<file path="config.mk">
export PLATFORM = sky130hd
export DESIGN_NAME = uma_priority_arbiter
export DESIGN_NICKNAME = d
export VERILOG_FILES = /design/src/rtl/uma_priority_arbiter_pkg.sv /design/src/rtl/uma_priority_arbiter_priority_encoder_n.sv /design/src/rtl/uma_priority_arbiter.sv
export SDC_FILE = /design/constraint.sdc
export NUM_CORES = 1
export LEC_CHECK = 0
export BUFFER_PORTS_ARGS = -buffer_cell sky130_fd_sc_hd__buf_2
export CORE_UTILIZATION = 30
export DETAILED_ROUTE_END_ITERATION = 12
export GPL_TIMING_DRIVEN = 0
export SYNTH_ARGS = -nofsm -noshare
export SYNTH_HDL_FRONTEND = slang
export SYNTH_SLANG_ARGS = --single-unit
</file>
<file path="constraint.sdc">
create_clock -name clk_i -period 4.4 [get_ports clk_i]
set_clock_uncertainty 0.1 [all_clocks]
set_input_delay 0.44 -clock clk_i [delete_from_list [all_inputs] [get_ports clk_i]]
set_output_delay 0.44 -clock clk_i [all_outputs]
set_load 0.05 [all_outputs]
</file>
<file path="src/rtl/uma_priority_arbiter_pkg.sv">
// Shared definitions for the UMA priority arbiter: mode encodings, counter width, FSM states.
// Latency: n/a (types and constants only).
// Backpressure: n/a.
package uma_priority_arbiter_pkg;

    localparam int ARB_MODE_FIXED = 0;
    localparam int ARB_MODE_RR    = 1;
    localparam int BUSY_W         = 16;

    typedef enum logic {
        ST_IDLE  = 1'b0,
        ST_OWNED = 1'b1
    } arb_state_e;

    // Saturating increment for the busy counter; sticks at all ones instead of wrapping.
    function automatic logic [BUSY_W-1:0] busy_sat_inc(input logic [BUSY_W-1:0] v);
        return (v == {BUSY_W{1'b1}}) ? v : v + BUSY_W'(1);
    endfunction

endpackage

</file>
<file path="src/rtl/uma_priority_arbiter_priority_encoder_n.sv">
// Lowest-set-index finder over an N-bit vector; idx is all ones when nothing is set.
// Latency: purely combinational.
// Backpressure: none.
module priority_encoder_n #(
    parameter int N = 16,
    localparam int IDXW = $clog2(N)
) (
    input  logic [N-1:0]    req_i,
    output logic [IDXW-1:0] idx_o,
    output logic            found_o
);

    // Scan from the top down so the lowest set bit is the last to write.
    always_comb begin
        idx_o   = '1;
        found_o = 1'b0;
        for (int i = N - 1; i >= 0; i--) begin
            if (req_i[i]) begin
                idx_o   = IDXW'(i);
                found_o = 1'b1;
            end
        end
    end

endmodule

</file>
<file path="src/rtl/uma_priority_arbiter.sv">
// Registered N-way arbiter for UMA masters; winner keeps a locked grant until it pulses release.
// Latency: request to grant_valid_o is one cycle; release re-arbitrates back-to-back with no idle cycle.
// Backpressure: enable_n_i high blocks new grants but never revokes the one already held.
module uma_priority_arbiter
    import uma_priority_arbiter_pkg::*;
#(
    parameter int N           = 16,
    parameter int ROUND_ROBIN = ARB_MODE_FIXED,
    localparam int IDXW       = $clog2(N)
) (
    input  logic              clk_i,
    input  logic              rst_ni,
    input  logic              enable_n_i,
    input  logic [N-1:0]      req_i,
    input  logic              release_i,
    output logic              grant_valid_o,
    output logic [IDXW-1:0]   grant_idx_o,
    output logic [N-1:0]      grant_onehot_o,
    output logic [BUSY_W-1:0] busy_cycles_o
);

    localparam bit IS_RR = (ROUND_ROBIN == ARB_MODE_RR);

    arb_state_e        state_q;
    logic [IDXW-1:0]   rr_ptr_q;
    logic              grant_valid_q;
    logic [IDXW-1:0]   grant_idx_q;
    logic [N-1:0]      grant_onehot_q;
    logic [BUSY_W-1:0] busy_q;

    logic              rel_now;
    logic [IDXW-1:0]   ptr_next;
    logic [IDXW-1:0]   arb_ptr;
    logic [N-1:0]      req_mask;
    logic              win_found;
    logic [IDXW-1:0]   win_idx;
    logic              can_grant;

    // Pointer used for this cycle's arbitration: on a release the freshly advanced
    // pointer applies immediately so the releasing owner drops to lowest priority.
    // The wrap is explicit because N need not be a power of two.
    always_comb begin
        rel_now  = (state_q == ST_OWNED) && release_i;
        ptr_next = (grant_idx_q == IDXW'(N - 1)) ? '0 : grant_idx_q + IDXW'(1);
        arb_ptr  = '0;
        if (IS_RR) begin
            arb_ptr = rel_now ? ptr_next : rr_ptr_q;
        end
        req_mask = '0;
        for (int i = 0; i < N; i++) begin
            req_mask[i] = (IDXW'(i) >= arb_ptr);
        end
    end

    generate
        if (IS_RR) begin : g_rr
            logic [IDXW-1:0] m_idx, r_idx;
            logic            m_found, r_found;

            priority_encoder_n #(.N(N)) u_enc_masked (
                .req_i   (req_i & req_mask),
                .idx_o   (m_idx),
                .found_o (m_found)
            );

            priority_encoder_n #(.N(N)) u_enc_raw (
                .req_i   (req_i),
                .idx_o   (r_idx),
                .found_o (r_found)
            );

            // Prefer requesters at or above the pointer, otherwise wrap to the lowest overall.
            always_comb begin
                win_found = m_found | r_found;
                win_idx   = m_found ? m_idx : r_idx;
            end
        end else begin : g_fixed
            // In fixed mode the pointer is pinned at zero, so the mask is all ones.
            priority_encoder_n #(.N(N)) u_enc (
                .req_i   (req_i & req_mask),
                .idx_o   (win_idx),
                .found_o (win_found)
            );
        end
    endgenerate

    assign can_grant = !enable_n_i && win_found;

    // Two-state grant FSM with pointer, busy counter and all outputs registered.
    always_ff @(posedge clk_i or negedge rst_ni) begin
        if (!rst_ni) begin
            state_q        <= ST_IDLE;
            rr_ptr_q       <= '0;
            grant_valid_q  <= 1'b0;
            grant_idx_q    <= '1;
            grant_onehot_q <= '0;
            busy_q         <= '0;
        end else begin
            case (state_q)
                ST_IDLE: begin
                    if (can_grant) begin
                        state_q        <= ST_OWNED;
                        grant_valid_q  <= 1'b1;
                        grant_idx_q    <= win_idx;
                        grant_onehot_q <= N'(1) << win_idx;
                        busy_q         <= '0;
                    end
                end
                ST_OWNED: begin
                    if (release_i) begin
                        if (IS_RR) begin
                            rr_ptr_q <= ptr_next;
                        end
                        if (can_grant) begin
                            grant_idx_q    <= win_idx;
                            grant_onehot_q <= N'(1) << win_idx;
                            busy_q         <= '0;
                        end else begin
                            // Busy count is left as-is so software can read the last hold time.
                            state_q        <= ST_IDLE;
                            grant_valid_q  <= 1'b0;
                            grant_idx_q    <= '1;
                            grant_onehot_q <= '0;
                        end
                    end else begin
                        busy_q <= busy_sat_inc(busy_q);
                    end
                end
                default: begin
                    state_q <= ST_IDLE;
                end
            endcase
        end
    end

    // An unknown request vector while idle would make the winner undefined.
    a_req_known_idle: assert property (
        @(posedge clk_i) disable iff (!rst_ni)
        (state_q == ST_IDLE) |-> !$isunknown(req_i)
    );

    assign grant_valid_o  = grant_valid_q;
    assign grant_idx_o    = grant_idx_q;
    assign grant_onehot_o = grant_onehot_q;
    assign busy_cycles_o  = busy_q;

endmodule

</file>
==> out/qor.yml <==
status:
  outcome: "completed"
placed_design:
  placed_area_um2: 2300
  port_buffers: 56
  gp_congestion: 0.840
  dpl.hpwl_um: 3640
worst_setup_path:
  crit_family: "simple AND/OR/NAND/NOR gates"
  critPathArrivalTime_ns: 2.54
  cp_max_fo: 10
  critPathRequiredTime_ns: 4.52
  start_kind: "flop"
  critPathBufInv: 1
  path_cells: "nand4_1 > nor4_1 > nand3_1 > clkbuf_1 > a31oi_1"
  crit_path_top_delay_cell: "nor4_1"
  worst-setup-path-type: "flop to flop"
  max_stage_delay_ns: 0.62
  crit_path_end_kind: "flop"
synthesis:
  synthFlopType: "dfrtp_1"
  synth_area_um2: 1930
  ys_warn_count: 0
  synth_top_area_cell: "dfrtp_1"
  syn_area_per_cell_um2: 9.44
  ys_types: 40
  yosysTopAreaCellShare_pct: 44.2
  synth_async_sr_flop_share_pct: 100
  ys_top_cells_by_area: "dfrtp_1 (44%), a21oi_1 (5.7%), dfstp_2 (5.5%), o2bb2ai_1 (4.5%), nor2_1 (4.5%)"
  synth_nets: 225
  synth-seq-area-share_pct: 49.6
  synthCells: 204
  ys_seq_elements: 38
  synth-edff-count: 0
floorplan:
  die_x_um: 82.1
  start_util_pct: 31.8
  row_count: 28
  die_h_um: 82.1
  coreArea_um2: 6060
  die_area_um2: 6740
  io_pins: 57
flow_run:
  drv_cap: 0
cells_and_area:
  area.growth.synth_to_final_pct: 24.2
  fin_area_um2: 2390
  antennaDiodeCount: 0
  nNetsFinal: 288
  drive_gt1_share_pct: 28.0
pwr:
  leakage_nw: 1.14
  p_per_area_nw_per_um2: 338
  ir_drop_mv: 0.108
clock_tree:
  cts.htree.levels: 2
  cts_resized: 0
  cts_sinks: 38
  cts_tree: "done"
  clk_latency_ns: 0.29
  clock_path_buffers: 2
  cts_made_buffers: 5
  clk_pin_slew_worst_paths_ns: 0.07
  post-cts-setup-buffer-count: 0
  ctsHoldBuffers: 0
  cts_root_buf: "clkbuf_8"
sta:
  min_period_ns: 2.42
  setup_tns_ns: 0
  worstMarginPinSlew_ns: 0.955
  period_share_pct: 55.1
  finalHoldViolations: 0
  setup_viol: 0
  drv_slew: 0
  slew-limit-headroom_pct: 35.6
  rsz0062_at_grt: "false"
  clock.fmax_ghz: 0.413
  whs_ns: 0.147
routing:
  first_pass_iters: 4
  ant_nets: 0
  wl_per_cell_um: 14.6
  drcViolationCount: 0
  num_vias: 1757
  vias_per_cell: 5.12
  drt-total-wl_um: 5000
  drt-initial-drc-count: 144
grt:
  grt.overflow.total: 0
  antenna_found_initial: 0
  grt_pass1_vias: 1681
  grt_usage_pct: 15.7
  grt_max_degree: 39
  grt_first_pass_wirelength_um: 7950
hold_path:
  hold_class: "input port to asynchronous set/reset pin"
[flip-flops by register name, summed over array words and instances (netlist names)]
| register | count |
|---|---|
| grant_idx_o | 4 |
| busy_cycles_o | 16 |
| grant_onehot_o | 16 |
| state_q | 1 |
| grant_valid_o | 1 |
[kinds of logic (layout without fill, tap and decap cells)]
group	Yosys count	count (layout)	share of synthesized area, %
buffers and inverters	15	79	3.38
DFF	38	38	49.6
and+or+nand+nor	84	84	22.7
AOI/OAI and AO/OA	66	66	23.7
adders and majority gates	1	1	0.650
[layout by cell type, fill, tap and decap left out, types with 2 or more instances in the layout]
cell,n
clkbuf_8,6
nand3_1,10
dfstp_2,4
nand2_1,18
or4_1,4
dfrtp_1,34
a21o_1,2
clkbuf_1,3
nand4_1,4
o311ai_0,2
a22o_1,4
nor2_1,23
a31oi_1,4
nor3_1,4
o31ai_1,2
nand2b_1,5
a211oi_1,2
a32o_1,3
inv_1,10
a21oi_1,22
nor4_1,7
o211ai_1,2
o2bb2ai_1,10
buf_2,57
o21ai_0,7
or3_1,2
nor2b_1,2
[cells in the mapped netlist, types with 2 or more instances]
master / number
nor2b_1: 2
or3_1: 2
a21o_1: 2
a22o_1: 4
or4_1: 4
dfstp_2: 4
o21ai_0: 7
nand3_1: 10
clkbuf_1: 2
o31ai_1: 2
a31oi_1: 4
o211ai_1: 2
nand2b_1: 5
nor2_1: 23
o2bb2ai_1: 10
a21oi_1: 22
o311ai_0: 2
nor4_1: 7
a32o_1: 3
nand4_1: 4
nor3_1: 4
inv_1: 10
a211oi_1: 2
nand2_1: 18
dfrtp_1: 34
[stage by stage]
step | setup slack [ns] | power, mW | utilization [%] | cells
6_report | 1.98 | 0.808 | 39.5 | 343
3_3_place_gp | 1.88 | 0.560 | 37.9 | 335
3_5_place_dp | 1.87 | 0.563 | 37.9 | 335
5_1_grt | 1.69 | 0.843 | 39.5 | 343
4_1_cts | 2.02 | 0.821 | 39.5 | 343
2_1_floorplan | 2.16 | 0.506 | - | 204
[layer usage]
metal | vias to the layer above | GRT usage [%] | share of wire, %
met4 | 0 | 5.61 | 1.8
met2 | 36 | 23.4 | 45
li1 | 890 | - | -
met5 | - | 0 | 0
met1 | 823 | 22.0 | 49
met3 | 8 | 3.74 | 4.2
[final cells by class]
type	instances	area, µm²
inverters	10	37.5
repair buffers	56	280
clock buffers	7	86.3
clock inverters	1	5.00
plain buffers	5	27.5
multi-input cells	151	905
flip-flops and latches	38	956
well taps	75	93.8
fillers	627	3670
[where the power goes]
part | total (mW) | internal (mW) | switching [mW]
combinational | 0.167 | 0.0449 | 0.122
sequential | 0.388 | 0.370 | 0.0178
clock | 0.253 | 0.127 | 0.126
total | 0.808 | 0.542 | 0.267
[path summary, 6_finish.rpt]
| path | start | slack [ns] | depth (start not counted) | to |
|---|---|---|---|---|
| setup / recovery | busy_cycles_o[3]$_DFFE_PN0P_ | 1.98 | 5 | busy_cycles_o[12]$_DFFE_PN0P_ |
| hold / removal | rst_ni | 0.15 | 1 | busy_cycles_o[3]$_DFFE_PN0P_ |
| setup reg to reg | busy_cycles_o[3]$_DFFE_PN0P_ | 1.98 | 5 | busy_cycles_o[12]$_DFFE_PN0P_ |
| hold reg to reg | grant_idx_o[3]$_DFFE_PN1P_ | 0.37 | 2 | grant_idx_o[3]$_DFFE_PN1P_ |
| max in group asynchronous | rst_ni | 3.52 | 1 | grant_onehot_o[4]$_DFFE_PN0P_ |
| min in group clk_i | req_i[0] | 0.34 | 2 | grant_onehot_o[0]$_DFFE_PN0P_ |
Note: power is estimated with default switching activity, not from simulation.
